<file path="config.mk">
export PLATFORM = sky130hd
export DESIGN_NAME = cdc_toggle_event_receiver
export DESIGN_NICKNAME = d
export VERILOG_FILES = /design/src/rtl/cdc_evt_pkg.sv /design/src/rtl/cdc_evt_rr_arbiter.sv /design/src/rtl/cdc_toggle_event_receiver.sv
export SDC_FILE = /design/constraint.sdc
export NUM_CORES = 1
export LEC_CHECK = 0
export CORE_AREA = 4 4 145 147
export DETAILED_ROUTE_END_ITERATION = 7
export DIE_AREA = 0 0 149 151
export DONT_BUFFER_PORTS = 1
export MAX_ROUTING_LAYER = met4
export PLACE_DENSITY = 0.44
export SYNTH_ARGS = -nofsm -noshare
export SYNTH_HDL_FRONTEND = slang
export SYNTH_SLANG_ARGS = --single-unit
</file>
<file path="constraint.sdc">
create_clock -name out_clk -period 4.5 [get_ports out_clk]
set_input_delay 0.675 -clock out_clk [delete_from_list [all_inputs] [get_ports out_clk]]
set_output_delay 0.675 -clock out_clk [all_outputs]
set_load 0.005 [all_outputs]
</file>
<file path="src/rtl/cdc_evt_pkg.sv">
// Shared constants and the event record type for the toggle event receiver.
package cdc_evt_pkg;

  localparam int MIN_SYNC_STAGES = 2;

  // Record fields are sized for the largest legal configuration (32 channels).
  localparam int REC_CH_W  = 5;
  localparam int REC_CNT_W = 16;

  typedef struct packed {
    logic [REC_CH_W-1:0]  ch;
    logic [REC_CNT_W-1:0] count;
  } evt_rec_t;

endpackage

</file>
<file path="src/rtl/cdc_evt_rr_arbiter.sv">
// Round-robin arbiter: the search starts one past the last granted channel.
module cdc_evt_rr_arbiter #(
  parameter  int NUM_CH = 8,
  localparam int IDX_W  = (NUM_CH > 1) ? $clog2(NUM_CH) : 1
) (
  input  logic              out_clk,
  input  logic              out_reset,
  input  logic [NUM_CH-1:0] req,
  input  logic              advance,
  output logic [NUM_CH-1:0] grant,
  output logic [IDX_W-1:0]  grant_idx,
  output logic              grant_any
);

  logic [IDX_W-1:0] last_q;

  always_comb begin
    int               cand;
    logic [IDX_W-1:0] cidx;
    cand      = 0;
    cidx      = '0;
    grant     = '0;
    grant_idx = '0;
    grant_any = 1'b0;
    for (int k = 1; k <= NUM_CH; k++) begin
      cand = int'(last_q) + k;
      if (cand >= NUM_CH) cand = cand - NUM_CH;
      cidx = IDX_W'(cand);
      if (!grant_any && req[cidx]) begin
        grant_any   = 1'b1;
        grant[cidx] = 1'b1;
        grant_idx   = cidx;
      end
    end
  end

  always_ff @(posedge out_clk or posedge out_reset) begin
    if (out_reset) begin
      last_q <= '0;
    end else if (advance && grant_any) begin
      last_q <= grant_idx;
    end
  end

endmodule

</file>
<file path="src/rtl/cdc_toggle_event_receiver.sv">
// Synchronizes toggle lines, counts events per channel and issues round-robin event records.
// Define CDC_TOGGLE_EVT_OVF_EN to enable the sticky per-channel overflow flags.
module cdc_toggle_event_receiver
  import cdc_evt_pkg::*;
#(
  parameter  int NUM_CH      = 8,
  parameter  int SYNC_STAGES = 2,
  parameter  int CNT_W       = 4,
  localparam int IDX_W       = (NUM_CH > 1) ? $clog2(NUM_CH) : 1
) (
  input  logic              out_clk,
  input  logic              out_reset,
  input  logic [NUM_CH-1:0] in_toggle,
  output logic [NUM_CH-1:0] out_pulse,
  output logic              evt_valid,
  input  logic              evt_ready,
  output logic [IDX_W-1:0]  evt_ch,
  output logic [CNT_W-1:0]  evt_count,
  output logic [NUM_CH-1:0] overflow,
  input  logic [NUM_CH-1:0] ovf_clear
);

  localparam int STAGES = (SYNC_STAGES < MIN_SYNC_STAGES) ? MIN_SYNC_STAGES : SYNC_STAGES;
  localparam int SUP_W  = $clog2(STAGES + 2);
  localparam logic [SUP_W-1:0] SUP_DONE = SUP_W'(STAGES + 1);
  localparam logic [CNT_W-1:0] CNT_MAX  = '1;

  logic [NUM_CH-1:0] sync_q [STAGES];
  logic [NUM_CH-1:0] dly_q;
  logic [SUP_W-1:0]  sup_q;
  logic [CNT_W-1:0]  cnt_q [NUM_CH];
  logic [NUM_CH-1:0] req;
  logic [NUM_CH-1:0] grant;
  logic [IDX_W-1:0]  grant_idx;
  logic              grant_any;
  logic [CNT_W-1:0]  grant_cnt;
  logic              load;
  logic              valid_q;
  evt_rec_t          rec_q;

  always_ff @(posedge out_clk or posedge out_reset) begin
    if (out_reset) begin
      for (int s = 0; s < STAGES; s++) sync_q[s] <= '0;
    end else begin
      sync_q[0] <= in_toggle;
      for (int s = 1; s < STAGES; s++) sync_q[s] <= sync_q[s-1];
    end
  end

  // Edge detection stays masked until the chain and delay flop have absorbed the post-reset level.
  always_ff @(posedge out_clk or posedge out_reset) begin
    if (out_reset) begin
      dly_q <= '0;
      sup_q <= '0;
    end else begin
      dly_q <= sync_q[STAGES-1];
      if (sup_q != SUP_DONE) sup_q <= sup_q + 1'b1;
    end
  end

  assign out_pulse = (sup_q == SUP_DONE) ? (sync_q[STAGES-1] ^ dly_q) : '0;

  always_comb begin
    req = '0;
    for (int i = 0; i < NUM_CH; i++) req[i] = (cnt_q[i] != '0) || out_pulse[i];
  end

  always_comb begin
    grant_cnt = '0;
    for (int i = 0; i < NUM_CH; i++) begin
      if (grant[i]) grant_cnt = cnt_q[i];
    end
  end

  cdc_evt_rr_arbiter #(.NUM_CH(NUM_CH)) u_arb (
    .out_clk   (out_clk),
    .out_reset (out_reset),
    .req       (req),
    .advance   (load),
    .grant     (grant),
    .grant_idx (grant_idx),
    .grant_any (grant_any)
  );

  assign load = (!valid_q || evt_ready) && grant_any;

  // A channel requesting only through this cycle's pulse yields a record of one event.
  always_ff @(posedge out_clk or posedge out_reset) begin
    if (out_reset) begin
      valid_q <= 1'b0;
      rec_q   <= '0;
    end else if (!valid_q || evt_ready) begin
      valid_q <= grant_any;
      if (grant_any) begin
        rec_q.ch    <= REC_CH_W'(grant_idx);
        rec_q.count <= REC_CNT_W'((grant_cnt != '0) ? grant_cnt : CNT_W'(1));
      end
    end
  end

  always_ff @(posedge out_clk or posedge out_reset) begin
    if (out_reset) begin
      for (int i = 0; i < NUM_CH; i++) cnt_q[i] <= '0;
    end else begin
      for (int i = 0; i < NUM_CH; i++) begin
        if (load && grant[i]) begin
          cnt_q[i] <= ((cnt_q[i] != '0) && out_pulse[i]) ? CNT_W'(1) : '0;
        end else if (out_pulse[i] && (cnt_q[i] != CNT_MAX)) begin
          cnt_q[i] <= cnt_q[i] + 1'b1;
        end
      end
    end
  end

  assign evt_valid = valid_q;
  assign evt_ch    = rec_q.ch[IDX_W-1:0];
  assign evt_count = rec_q.count[CNT_W-1:0];

  logic unused_rec_bits;
  assign unused_rec_bits = ^{rec_q.ch >> IDX_W, rec_q.count >> CNT_W};

`ifdef CDC_TOGGLE_EVT_OVF_EN
  logic [NUM_CH-1:0] ovf_q;

  always_ff @(posedge out_clk or posedge out_reset) begin
    if (out_reset) begin
      ovf_q <= '0;
    end else begin
      for (int i = 0; i < NUM_CH; i++) begin
        if (out_pulse[i] && (cnt_q[i] == CNT_MAX)) ovf_q[i] <= 1'b1;
        else if (ovf_clear[i])                     ovf_q[i] <= 1'b0;
      end
    end
  end

  assign overflow = ovf_q;
`else
  logic unused_ovf_clear;
  assign unused_ovf_clear = ^ovf_clear;
  assign overflow         = '0;
`endif

endmodule

</file>
==> run_results.csv <==
group,metric,value,unit
run_status,outcome,"finished clean",
synth,ys_types,70,
power,power.leakage,2.28,nW
floorplanning,die_h,151,um
grt,grt_usage,0.128,
synth,ys_seq_area_frac,0.340,
sta,max-slew-margin-rel,0.453,
clock_tree,clkLatencyLatePin,0.34,ns
synth,synth_edf_count,0,
grt,antenna_found_initial,0,
sta,slew_violations,0,
power,p_seq_frac,0.216,
cells_and_area,nets,561,
setup_path,path_max_fanout,11,
routing,drt_iter0_markers,256,
sta,skew,0.00939,ns
synth,synth_warnings,0,
setup_path,arrival,4.49,ns
clock_tree,clock_path_buffers,2,
sta,finalHoldViolCount,0,
sta,rsz0062_at_grt,"no",
setup_path,crit_path_end_kind,"flip-flop",
power,p_total,0.00457,W
min_path,hold_path_depth,0,
synth,netlist_area,4860,um2
grt,grt_pass1_vias,3949,
floorplanning,core.rowCount,52,
clock_tree,root_buffer,"clkbuf_16",
min_path,min_to,"sync_q[5]$_DFF_PP0_",
grt,grt_max_degree,37,
routing,wl,13.5,mm
power,p_switching,0.00216,W
routing,vias,3966,
cells_and_area,drive_gt1_frac,0.162,
clock_tree,htreeDepth,3,
routing,drcViolationCount,0,
floorplanning,start_util,0.244,
sta,tns,0,ns
clock_tree,cts_tree,"done",
setup_path,start_kind,"flip-flop",
place,dp_hpwl,10.3,mm
grt,overflow,0,
clock_tree,cts.clk_slew.worst_paths,0.06,ns
cells_and_area,n_fill_cell,2135,
setup_path,path_class,"flip-flop to flip-flop",
clock_tree,cts_buffers,9,
floorplanning,dieArea,22500,um2
synth,syn_avg_cell_area,9.64,um2
run,max_cap_viol_count,0,
synth,synth_seq_cells,66,
place,portBuffers,0,
synth,synth_cells,504,
sta,tightest_slew,0.819,ns
min_path,min_path_type,"flip-flop to flip-flop",
place,dp_cells,776,
routing,ant_nets,0,
routing,vias_per_cell,4.99,
synth,synthArstFlopShare,1.00,
setup_path,worst-r2r-setup-slack,0.24,ns
place,globalplace.congestion,0.895,
synth,synth-main-ff-cell,"dfrtp_1",
floorplanning,coreArea,19900,um2
sta,min_period_over_period,0.946,
power,comb_power_share,0.616,
sta,setup_viol,0,
setup_path,r2r-start,"cnt_q[0]$_DFFE_PP0P_",
sta,maxClockFrequency,0.235,GHz
setup_path,r2r_end,"evt_count[3]$_DFFE_PP0P_",
power,power.density,823,nW/um2
cells_and_area,areaGrowthSynthToFinish,14.2,%
power,switching_share,0.472,
min_path,min-delay-start,"sync_q[13]$_DFF_PP0_",
setup_path,r2r_cells,15,
cells_and_area,finalNonFillerCells,794,
sta,min_period,4.26,ns
routing,avgRoutedWirePerCell,17.0,um
power,p_int,0.00241,W
power,ir_drop,314,uV
grt,grt_pass1_wl,22.1,mm
routing,drt-pass1-iter-count,5,
cells_and_area,diodes,0,
floorplanning,pin_count,43,
floorplanning,die_w,149,um
power,clkPwrFrac,0.169,
setup_path,cp.required,4.73,ns
clock_tree,cts.sinks,66,
area by class of cell:
| class | instances | area, um2 | area share |
|---|---|---|---|
| Inverter | 28 | 105 | 0.0189 |
| Multi-Input combinational cell | 389 | 2930 | 0.528 |
| Tap cell | 270 | 338 | 0.0609 |
| Clock inverter | 7 | 101 | 0.0183 |
| Sequential cell | 66 | 1650 | 0.298 |
| Timing Repair Buffer | 25 | 200 | 0.0361 |
| Clock buffer | 9 | 225 | 0.0406 |
per-stage QoR:
step           utilization  area (um2)  worst slack, ns  hold slack (ns)
6_report             0.279        5550            0.243            0.348
2_1_floorplan            -        4890            0.521            0.331
3_3_place_gp         0.261        5200            0.313            0.333
5_1_grt              0.279        5550          0.00162            0.336
4_1_cts              0.278        5530            0.233            0.348
3_5_place_dp         0.261        5200            0.258            0.336
timing repair:
| action | CTS | global route |
|---|---|---|
| hold buffers | 0 | 0 |
| endpoints found under the setup margin | 0 | 3 |
| resized for setup | 0 | 1 |
| endpoints found under the hold margin | 0 | 0 |
| buffers inserted | 0 | 2 |
cells in the mapped netlist (all sizes together), types with 4 or more instances:
| cell type | instances | area, um2 |
|---|---|---|
| o211ai | 4 | 30.0 |
| a31oi | 7 | 43.8 |
| o31ai | 4 | 35.0 |
| nand2b | 5 | 33.8 |
| and2 | 10 | 65.1 |
| nor3 | 9 | 45.0 |
| nor2 | 59 | 224 |
| inv | 27 | 101 |
| nand4 | 6 | 37.5 |
| a21oi | 28 | 178 |
| mux2i | 16 | 210 |
| o21ai | 24 | 120 |
| xor2 | 11 | 134 |
| xnor2 | 19 | 166 |
| a32oi | 6 | 52.6 |
| nor4 | 4 | 46.3 |
| nand3 | 35 | 180 |
| a221o | 4 | 40.0 |
| or3b | 8 | 70.1 |
| ha | 23 | 288 |
| buf | 10 | 76.3 |
| mux4 | 12 | 300 |
| a211oi | 7 | 52.6 |
| mux2 | 5 | 56.3 |
| nand2 | 32 | 123 |
| dfrtp | 66 | 1650 |
| clkbuf | 18 | 128 |
| o221a | 4 | 45.0 |
cell usage in the layout (no fill, tap or decap), types with 3 or more instances in the layout:
master      n
dfrtp_1    66
nor2_1     58
nand3_1    34
nand2_1    31
inv_1      26
buf_4      24
ha_1       23
o21ai_0    22
xnor2_1    19
a21oi_1    17
mux2i_1    12
a21oi_2    11
xor2_1      9
nor3_1      9
clkbuf_16   9
or3b_1      8
mux4_1      8
and2_1      8
conb_1      8
a31oi_1     7
a211oi_1    7
nand4_1     6
a32oi_1     6
mux2_2      5
mux4_2      4
mux2i_4     4
nand2b_1    4
a221o_1     4
o211ai_1    4
o221ai_1    3
nor2b_1     3
o22a_1      3
o31ai_1     3
o21a_1      3
o221a_1     3
o22ai_1     3
routing by layer:
layer,global-route usage,share of wire,vias up
li1,-,-,1857
met1,0.161,0.44,1964
met2,0.202,0.48,120
met3,0.0272,0.048,25
met4,0.0535,0.027,0
met5,-,0,-
critical path: stages (launching register included):
cell and delay (ns):
dfrtp_1 0.40, inv_1 0.13, ha_1 0.18, or3b_1 0.39, a21oi_2 0.31, mux4_1 0.42, mux2i_4 0.15, nor4b_2 0.18
buf_4 0.19, a221o_1 0.36, a21oi_2 0.45, and2b_2 0.29, o21ai_1 0.17, o221ai_1 0.20, buf_4 0.23, o21a_1 0.09
cells by family after synthesis:
group,count (synthesis),share of synthesized area
AND/OR/NAND/NOR,182,0.192
buffers and inverters,56,0.0636
multiplexers,33,0.117
AO/OA/AOI/OAI,113,0.166
flip-flops,66,0.340
XOR/XNOR,30,0.0618
adder cells (fa/ha/maj),23,0.0592
other,1,0.000772
state kept, by name, indices dropped and copies added, names as in the netlist, named ones only:
name / cells
cnt_q: 32
dly_q: 8
evt_count: 4
evt_valid: 1
sup_q: 2
sync_q: 16
power groups by stage:
stage               combinational, W  clock (W)  sequential [W]
finish                       0.00281   0.000771        0.000985
global route                 0.00311   0.000829         0.00101
CTS                          0.00279   0.000792        0.000984
detailed placement           0.00278          0        0.000993
global placement             0.00276          0        0.000984
floorplan                    0.00210          0        0.000939
worst max path at each step:
| stage | to | from | cells after the start |
|---|---|---|---|
| 2_1_floorplan | evt_count[1]$_DFFE_PP0P_ | flip-flop | 16 |
| 3_3_place_gp | evt_count[1]$_DFFE_PP0P_ | flip-flop | 15 |
| 3_5_place_dp | evt_count[3]$_DFFE_PP0P_ | cnt_q[0]$_DFFE_PP0P_ | 15 |
| 4_1_cts | evt_count[3]$_DFFE_PP0P_ | cnt_q[0]$_DFFE_PP0P_ | 15 |
| 5_1_grt | evt_count[1]$_DFFE_PP0P_ | cnt_q[0]$_DFFE_PP0P_ | 14 |
| 6_report | evt_count[3]$_DFFE_PP0P_ | cnt_q[0]$_DFFE_PP0P_ | 15 |
(Power assumes the default switching activity.)
